==> config.mk <==
export PLATFORM = sky130hd
export DESIGN_NAME = logisim_multi_clock_gen
export DESIGN_NICKNAME = d
export VERILOG_FILES = /design/src/rtl/logisim_clk_pkg.sv /design/src/rtl/logisim_clock_channel.sv /design/src/rtl/logisim_multi_clock_gen.sv
export SDC_FILE = /design/constraint.sdc
export NUM_CORES = 1
export LEC_CHECK = 0
export CELL_PAD_IN_SITES_DETAIL_PLACEMENT = 1
export CELL_PAD_IN_SITES_GLOBAL_PLACEMENT = 2
export CORE_MARGIN = 4
export CORE_UTILIZATION = 28
export DETAILED_ROUTE_END_ITERATION = 8
export PLACE_DENSITY_LB_ADDON = 0.12
export SLEW_MARGIN = 40
export SYNTH_ARGS = -nofsm -noshare
export SYNTH_HDL_FRONTEND = slang
export SYNTH_SLANG_ARGS = --single-unit
==> constraint.sdc <==
create_clock -name FPGA_GlobalClock -period 3.3 [get_ports FPGA_GlobalClock]
set_clock_uncertainty 0.1 [all_clocks]
set_input_delay 0.66 -clock FPGA_GlobalClock [delete_from_list [all_inputs] [get_ports FPGA_GlobalClock]]
set_output_delay 0.66 -clock FPGA_GlobalClock [all_outputs]
set_load 0.02 [all_outputs]
==> src/rtl/logisim_clk_pkg.sv <==
// rtl/logisim_clk_pkg.sv - shared encodings for the multi-channel Logisim clock generator
// Contents: run-mode encodings, clock-bus bit indices and width, step FSM and channel
// phase enums, and the tick-enable decode shared by the top level.
package logisim_clk_pkg;

    localparam logic [1:0] MODE_RUN  = 2'b00;
    localparam logic [1:0] MODE_HALT = 2'b01;
    localparam logic [1:0] MODE_STEP = 2'b10;

    localparam int CB_CLK   = 0;
    localparam int CB_CLK_N = 1;
    localparam int CB_RISE  = 2;
    localparam int CB_FALL  = 3;
    localparam int CB_GCLK  = 4;
    localparam int CB_WIDTH = 5;

    typedef enum logic {
        STEP_IDLE = 1'b0,
        STEP_BUSY = 1'b1
    } step_state_t;

    typedef enum logic {
        PHASE_LOW  = 1'b0,
        PHASE_HIGH = 1'b1
    } phase_t;

    // Encoding 11 is unassigned and behaves as run; halt is the only mode that
    // never ticks, step ticks only while a step is in flight.
    function automatic logic ticking_enabled(input logic [1:0] mode, input logic busy);
        return (mode == MODE_RUN) || (mode == 2'b11) || ((mode == MODE_STEP) && busy);
    endfunction

endpackage

==> src/rtl/logisim_clock_channel.sv <==
// rtl/logisim_clock_channel.sv - one derived clock channel driven by the shared tick
// Ports:
//   clk    in  : FPGA clock, also passed through on bus[CB_GCLK]
//   rst_n  in  : asynchronous active-low reset
//   tick   in  : one-cycle tick strobe from the divider
//   bus    out : {gclk, fall, rise, clk_n, clk} Logisim clock-tree bus
module logisim_clock_channel
    import logisim_clk_pkg::*;
#(
    parameter logic [7:0] HighTicks = 8'd1,
    parameter logic [7:0] LowTicks  = 8'd1
) (
    input  logic                clk,
    input  logic                rst_n,
    input  logic                tick,
    output logic [CB_WIDTH-1:0] bus
);

    phase_t     phase;
    logic [7:0] remaining;
    logic       clk_q;
    logic       clk_n_q;
    logic       rise_q;
    logic       fall_q;

    always_ff @(posedge clk or negedge rst_n) begin
        if (!rst_n) begin
            phase     <= PHASE_LOW;
            remaining <= LowTicks;
            clk_q     <= 1'b0;
            clk_n_q   <= 1'b1;
            rise_q    <= 1'b0;
            fall_q    <= 1'b0;
        end else begin
            rise_q <= 1'b0;
            fall_q <= 1'b0;
            if (tick) begin
                // <= 1 rather than == 1 so a zero phase length cannot stall the channel.
                if (remaining <= 8'd1) begin
                    if (phase == PHASE_LOW) begin
                        phase     <= PHASE_HIGH;
                        remaining <= HighTicks;
                        clk_q     <= 1'b1;
                        clk_n_q   <= 1'b0;
                        rise_q    <= 1'b1;
                    end else begin
                        phase     <= PHASE_LOW;
                        remaining <= LowTicks;
                        clk_q     <= 1'b0;
                        clk_n_q   <= 1'b1;
                        fall_q    <= 1'b1;
                    end
                end else begin
                    remaining <= remaining - 8'd1;
                end
            end
        end
    end

    assign bus[CB_CLK]   = clk_q;
    assign bus[CB_CLK_N] = clk_n_q;
    assign bus[CB_RISE]  = rise_q;
    assign bus[CB_FALL]  = fall_q;
    assign bus[CB_GCLK]  = clk;

endmodule

==> src/rtl/logisim_multi_clock_gen.sv <==
// rtl/logisim_multi_clock_gen.sv - programmable tick divider feeding N Logisim clock channels
// Ports:
//   FPGA_GlobalClock   in  : single FPGA clock
//   FPGA_GlobalReset_n in  : asynchronous active-low reset
//   Mode               in  : 00 run, 01 halt, 10 step, 11 run
//   Step               in  : single-step request (step mode only)
//   ReloadWe/ReloadData in : runtime tick-period write
//   ClockBus           out : 5 bits per channel, see logisim_clock_channel
//   Tick               out : one-cycle divider strobe
//   Busy               out : high while a single step is in progress
module logisim_multi_clock_gen
    import logisim_clk_pkg::*;
#(
    parameter int                        NrOfChannels = 2,
    parameter int                        NrOfBits     = 32,
    parameter int                        ReloadValue  = 3125000,
    parameter logic [NrOfChannels*8-1:0] HighTicksVec = {NrOfChannels{8'd1}},
    parameter logic [NrOfChannels*8-1:0] LowTicksVec  = {NrOfChannels{8'd1}}
) (
    input  logic                             FPGA_GlobalClock,
    input  logic                             FPGA_GlobalReset_n,
    input  logic [1:0]                       Mode,
    input  logic                             Step,
    input  logic                             ReloadWe,
    input  logic [NrOfBits-1:0]              ReloadData,
    output logic [CB_WIDTH*NrOfChannels-1:0] ClockBus,
    output logic                             Tick,
    output logic                             Busy
);

    localparam logic [NrOfBits-1:0] ONE         = NrOfBits'(1);
    localparam logic [NrOfBits-1:0] RELOAD_INIT = NrOfBits'(ReloadValue);
    // Periods 0 and 1 both mean "tick every cycle", so both load a zero count.
    localparam logic [NrOfBits-1:0] COUNT_INIT  = (RELOAD_INIT <= ONE) ? '0 : RELOAD_INIT - ONE;

    logic [NrOfBits-1:0] reload_reg;
    logic [NrOfBits-1:0] count;
    logic                tick_q;
    logic                tick_en;
    logic                ch0_fall;
    step_state_t         state;
    step_state_t         state_next;

    assign tick_en  = ticking_enabled(Mode, Busy);
    assign ch0_fall = ClockBus[CB_FALL];
    assign Tick     = tick_q;

    // The reload register and the divider share an edge: a write landing on
    // the reload edge is not yet visible, so that reload uses the old period.
    always_ff @(posedge FPGA_GlobalClock or negedge FPGA_GlobalReset_n) begin
        if (!FPGA_GlobalReset_n) begin
            reload_reg <= RELOAD_INIT;
            count      <= COUNT_INIT;
            tick_q     <= 1'b0;
        end else begin
            tick_q <= 1'b0;
            if (ReloadWe) begin
                reload_reg <= ReloadData;
            end
            if (tick_en) begin
                if (count == '0) begin
                    tick_q <= 1'b1;
                    count  <= (reload_reg <= ONE) ? '0 : reload_reg - ONE;
                end else begin
                    count <= count - ONE;
                end
            end
        end
    end

    always_ff @(posedge FPGA_GlobalClock or negedge FPGA_GlobalReset_n) begin
        if (!FPGA_GlobalReset_n) begin
            state <= STEP_IDLE;
        end else begin
            state <= state_next;
        end
    end

    // A step spans one full channel-0 period: it ends on channel 0's falling strobe.
    always_comb begin
        state_next = state;
        case (state)
            STEP_IDLE: begin
                if ((Mode == MODE_STEP) && Step) begin
                    state_next = STEP_BUSY;
                end
            end
            STEP_BUSY: begin
                if ((Mode != MODE_STEP) || ch0_fall) begin
                    state_next = STEP_IDLE;
                end
            end
            default: state_next = STEP_IDLE;
        endcase
    end

    always_comb begin
        Busy = (state == STEP_BUSY);
    end

    for (genvar k = 0; k < NrOfChannels; k++) begin : g_ch
        logisim_clock_channel #(
            .HighTicks (HighTicksVec[8*k +: 8]),
            .LowTicks  (LowTicksVec[8*k +: 8])
        ) u_channel (
            .clk   (FPGA_GlobalClock),
            .rst_n (FPGA_GlobalReset_n),
            .tick  (tick_q),
            .bus   (ClockBus[CB_WIDTH*k +: CB_WIDTH])
        );
    end

endmodule

==> results of run 1 <==
[kinds of logic (layout without fill, tap and decap cells)]
logic type / after synthesis / count (layout) / synth area share
mux: 32 / 32 / 0.0693
buf+inv: 39 / 103 / 0.0438
simple gates: 206 / 206 / 0.231
fa+ha+maj: 9 / 9 / 0.0218
compound gates: 105 / 105 / 0.132
xor+xnor: 35 / 35 / 0.0594
flops: 90 / 90 / 0.443
[worst reg2reg max path: stages (launching register included)]
cell	delay [ns]
dfrtp_1	0.45
or4_4	0.54
or4b_1	0.57
nor2_4	0.15
nand4_2	0.14
nand3_4	0.46
o21ai_0	0.18
[power by group through the flow]
stage,sequential (uW),clock (uW),combinational (uW)
finish,1480,1540,720
global route,1510,1640,802
CTS,1480,1590,725
detailed placement,1500,81.4,723
global placement,1490,81.4,714
floorplan,1450,70.8,461
[routing by layer]
layer | track usage | wire (um) | vias up
li1 | - | - | 1989
met4 | 0.0530 | 241 | 0
met3 | 0.0329 | 505 | 13
met1 | 0.222 | 7550 | 2006
met5 | 0 | 0 | -
met2 | 0.219 | 6330 | 68
[Yosys cell counts (2+ instances only)]
| master | number |
|---|---|
| nand4b_1 | 4 |
| o22ai_1 | 3 |
| ha_1 | 9 |
| nor4_4 | 3 |
| dfrtp_1 | 60 |
| a21o_1 | 7 |
| nor3_4 | 2 |
| nor4_1 | 14 |
| or4_1 | 4 |
| xor2_1 | 13 |
| or4b_2 | 2 |
| nand3b_1 | 3 |
| clkbuf_1 | 10 |
| mux2i_1 | 2 |
| o211ai_1 | 3 |
| buf_12 | 2 |
| or3_1 | 7 |
| a21oi_1 | 26 |
| buf_4 | 10 |
| and3_1 | 4 |
| mux2_2 | 30 |
| nand3_1 | 13 |
| o21ai_2 | 19 |
| o21ai_1 | 2 |
| nor4_2 | 3 |
| nand2b_1 | 4 |
| nand2_1 | 33 |
| nor3_1 | 37 |
| nor2_1 | 46 |
| nand4_2 | 2 |
| dfstp_2 | 30 |
| inv_1 | 13 |
| a31oi_1 | 2 |
| a22oi_1 | 6 |
| a32o_1 | 2 |
| buf_2 | 2 |
| and2_1 | 3 |
| nor3b_1 | 2 |
| o21ai_0 | 28 |
| nand4_1 | 6 |
| xnor2_1 | 22 |
| nor4b_1 | 4 |
| nor2b_1 | 3 |
[how the worst max path moves through the flow]
stage	end	slack (ns)	start
2_1_floorplan	ClockBus[4]	0.76	FPGA_GlobalClock
3_3_place_gp	ClockBus[4]	0.38	FPGA_GlobalClock
3_5_place_dp	count[4]$_DFFE_PN0N_	0.34	Mode[0]
4_1_cts	ClockBus[9]	0.09	FPGA_GlobalClock
5_1_grt	ClockBus[9]	0.09	FPGA_GlobalClock
6_report	ClockBus[9]	0.10	FPGA_GlobalClock
[per-stage QoR]
step / utilization / instance area, um^2 / hold WS (ns) / power [uW]
2_1_floorplan: - / 5160 / 0.264 / 1980
3_3_place_gp: 0.330 / 5940 / 0.374 / 2280
4_1_cts: 0.354 / 6380 / 0.133 / 3790
6_report: 0.354 / 6380 / 0.116 / 3740
3_5_place_dp: 0.330 / 5940 / 0.398 / 2300
5_1_grt: 0.354 / 6380 / 0.166 / 3950
[final cells by class]
cell class,count,area (um^2)
tap,229,287
multi-input combinational,387,2650
clock inverter,6,115
timing repair buffer,69,646
sequential,90,2290
clock buffer,15,345
inverter,13,48.8
fill,2053,11600
==> results.cfg, run 1 <==
[finish]
drive_above_1_share = 0.236
final_cell_mix = dfrtp_1, clkdlybuf4s50_1, nor2_1, nor3_1, nand2_1
area_growth_pct = 23.5
num-nets-final = 623
layout_commonest_cell = dfrtp_1
final-instance-count-excl-fill = 809
antenna_cells = 0

[floorplan]
fp.dieW_um = 144
pin_count = 50
rows = 49
dieHeight_um = 144
core_um2 = 18000
start_util = 0.287
dieArea_um2 = 20700

[route]
antenna_left = 0
dr.pass1.iters = 4
drc_errors = 0
first_iter_violations = 141
via_per_inst = 5.04
vias = 4076
wl_um = 14600
wl_per_cell_um = 18.1

[pwr]
switching_share = 0.302
peakVddDrop_uv = 678
p_seq_frac = 0.396
switchingPower_uw = 1130
power_density_nw_per_um2 = 586
p_int_uw = 2610
clkPwrFrac = 0.411
power_frac_comb = 0.193
cellLeakagePower_uw = 0.00250

[logic_synthesis]
synth.largest_area_cell = dfrtp_1
synth_seq_cells = 90
ys.flop_type = dfrtp_1
synth_nets = 563
synthArstFlopShare = 1.00
synth_area_um2 = 5160
synth_top_area_frac = 0.291
syn_avg_cell_area_um2 = 10.0
synth_cells = 516
yosysWarnings = 0
synth_edf_count = 0
ys_top_cells_by_area = dfrtp_1, dfstp_2, mux2_2, xnor2_1, nor3_1
ys_seq_area_frac = 0.443
synth_cell_type_count = 59

[clock_tree]
clkLatencyLatePin_ns = 0.46
path_clk_slew_ns = 0.06
cts_tree = yes
cts_resized = 0
ctsHoldBuffers = 0
cts_setup_buffers = 0

[place]
hpwl_um = 10800
preCtsSetupSlack_ns = 0.339
io_buffer_count = 49
gp_congestion = 0.822
post-place-cells = 790

[critical_path]
cp_top_family = buffers and inverters
r2r_end = count[3]$_DFFE_PN0N_
critPathLaunchType = clock port
reg2regPathDepth = 6
cp_max_fo = 2
worst-path-buf-inv = 3
crit_required_ns = 2.54
max_stage_delay_ns = 0.53
cp.depth = 3
cp_cell_sequence = clkbuf_16 -> clkbuf_16 -> clkdlybuf4s50_1
slowest_stage = clkdlybuf4s50_1
critical_path_class = clock port to primary output
end_kind = primary output
cp.arrival_ns = 2.44
ff2ff_setup_slack_ns = 0.57
reg2reg_from = reload_reg[12]$_DFFE_PN0P_
critPathMostFrequentCell = clkbuf_16

[sta]
finalSetupViolCount = 0
rsz0062_at_grt = false
relSlewSlack = 0.467
maxSlewViolCount = 0
finalWorstSetupSlack_ns = 0.103
finalHoldViolCount = 0
fin_tns_setup_ns = 0
worst_pin_slew_ns = 0.792

[global_route]
first_global_vias = 4312
grt_antenna_before_repair = 0
grtUsageTotal = 0.151
grt_pass1_wl_um = 24200
grt_start_max_net_pins = 47
gr-total-overflow = 0

[min_path]
min_path_type = primary input to async pin

[run]
drv_cap = 0

[outcome]
outcome = finished clean
Note: power is estimated with default switching activity, not from simulation.
==> run 2: changes to the inputs <==
CORE_MARGIN = 5   (was 4)
clock period = 3.2 ns   (was 3.3 ns; I/O delays follow)
==> run 2 against run 1 <==
Against the previous run:
- sequential power up 3%
- non-clock buffer count unchanged
- routed wire length down 2.7%
- register-to-register slack worse by 0.14 ns
- critical endpoint unchanged
==> results.cfg, run 2 (synthesized netlist as in run 1, its figures left out) <==
[global_route]
grt_antenna_before_repair = 0
grt_start_max_net_pins = 44
grtUsageTotal = 0.139
first_global_vias = 4364
gr-total-overflow = 0
grt_pass1_wl_um = 23500

[critical_path]
cp_max_fo = 2
cp.arrival_ns = 2.39
cp_cell_sequence = clkbuf_16 -> clkbuf_16 -> clkdlybuf4s50_1
crit_start = FPGA_GlobalClock
max_stage_delay_ns = 0.53
cp_top_family = buffers and inverters
worst-path-buf-inv = 3
slowest_stage = clkdlybuf4s50_1
critPathMostFrequentCell = clkbuf_16
critPathLaunchType = clock port
reg2reg_from = reload_reg[14]$_DFFE_PN0P_
critical_path_class = clock port to primary output
crit_required_ns = 2.46
end_kind = primary output

[floorplan]
fp.dieW_um = 146
start_util = 0.286
rows = 49
dieArea_um2 = 21300
dieHeight_um = 146
core_um2 = 18100
pin_count = 50

[finish]
antenna_cells = 0
multi_input_area_um2 = 2650
area_growth_pct = 22.8
seq_area_um2 = 2290
final_cell_mix = dfrtp_1, clkdlybuf4s50_1, nor2_1, nor3_1, nand2_1
drive_above_1_share = 0.238
layout_commonest_cell = dfrtp_1
fillers = 2037
num-nets-final = 623

[place]
gp_congestion = 0.798
hpwl_um = 10800
io_buffer_count = 49
preCtsSetupSlack_ns = 0.312

[route]
dr.pass1.iters = 4
antenna_left = 0
wl_per_cell_um = 17.6
wl_um = 14200
vias = 4094
first_iter_violations = 139
drc_errors = 0
via_per_inst = 5.05

[pwr]
cellLeakagePower_uw = 0.00248
power_density_nw_per_um2 = 577
peakVddDrop_uv = 356

[sta]
finalWorstSetupSlack_ns = 0.0750
maxSlewViolCount = 0
finalSetupViolCount = 0
relSlewSlack = 0.552
finalHoldViolCount = 0
worst_pin_slew_ns = 0.666
fin_tns_setup_ns = 0
rsz0062_at_grt = false

[run]
drv_cap = 0

[clock_tree]
cts_setup_buffers = 0
path_clk_slew_ns = 0.07
cts_resized = 0
cts_tree = yes
clkLatencyLatePin_ns = 0.46
ctsHoldBuffers = 0

[outcome]
outcome = finished clean

[min_path]
min_path_type = primary input to async pin
==> run 2: cell count changes in the layout (fill, tap and decap cells not counted) <==
cell        before  now
clkinv_2         0    2
clkinv_4         1    0
buf_4           22   21
bufinv_16        3    0
clkbuf_8         0    3
inv_6            1    0
clkinvlp_4       1    2
buf_12           1    2
==> run 2: layout make-up <==
type | instances | area share
Inverter | 13 | 0.00769
Tap cell | 229 | 0.0452
Multi-Input combinational cell | 387 | 0.418
Clock buffer | 18 | 0.0609
Sequential cell | 90 | 0.361
Timing Repair Buffer | 69 | 0.104
Clock inverter | 4 | 0.00394
==> run 2: report_power, final <==
| group | internal (uW) | switching [uW] | total (uW) |
|---|---|---|---|
| Clock | 843 | 547 | 1390 |
| Sequential | 1340 | 184 | 1520 |
| Combinational | 332 | 418 | 750 |
==> run 2: path summary, 6_finish.rpt <==
kind | endpoint | slack (ns) | cells past startpoint
max | ClockBus[9] | 0.07 | 3
min | g_ch[1].u_channel.rise_q$_DFF_PN0_ | 0.08 | 1
max reg2reg | count[31]$_DFFE_PN0N_ | 0.43 | 7
min reg2reg | g_ch[1].u_channel.rise_q$_DFF_PN0_ | 0.39 | 1
max in group asynchronous | reload_reg[13]$_DFFE_PN1P_ | 2.22 | 2
min in group FPGA_GlobalClock | g_ch[1].u_channel.rise_q$_DFF_PN0_ | 0.39 | 1
==> run 2: per-layer routing <==
| layer | vias up | wire length [um] | track usage |
|---|---|---|---|
| met5 | - | 0 | 0 |
| met4 | 0 | 284 | 0.0589 |
| met3 | 16 | 381 | 0.0336 |
| met2 | 56 | 6670 | 0.220 |
| met1 | 2028 | 6890 | 0.182 |
| li1 | 1994 | - | - |
==> run 2: through the flow <==
step           hold slack (ns)  power, uW   util  area, um^2  cells
2_1_floorplan            0.244       2040      -        5160    516
3_3_place_gp             0.381       2370  0.329        5950    790
3_5_place_dp             0.396       2380  0.329        5950    790
4_1_cts                  0.106       3730  0.351        6340    810
5_1_grt                  0.132       3860  0.351        6340    810
6_report                0.0803       3660  0.351        6340    810
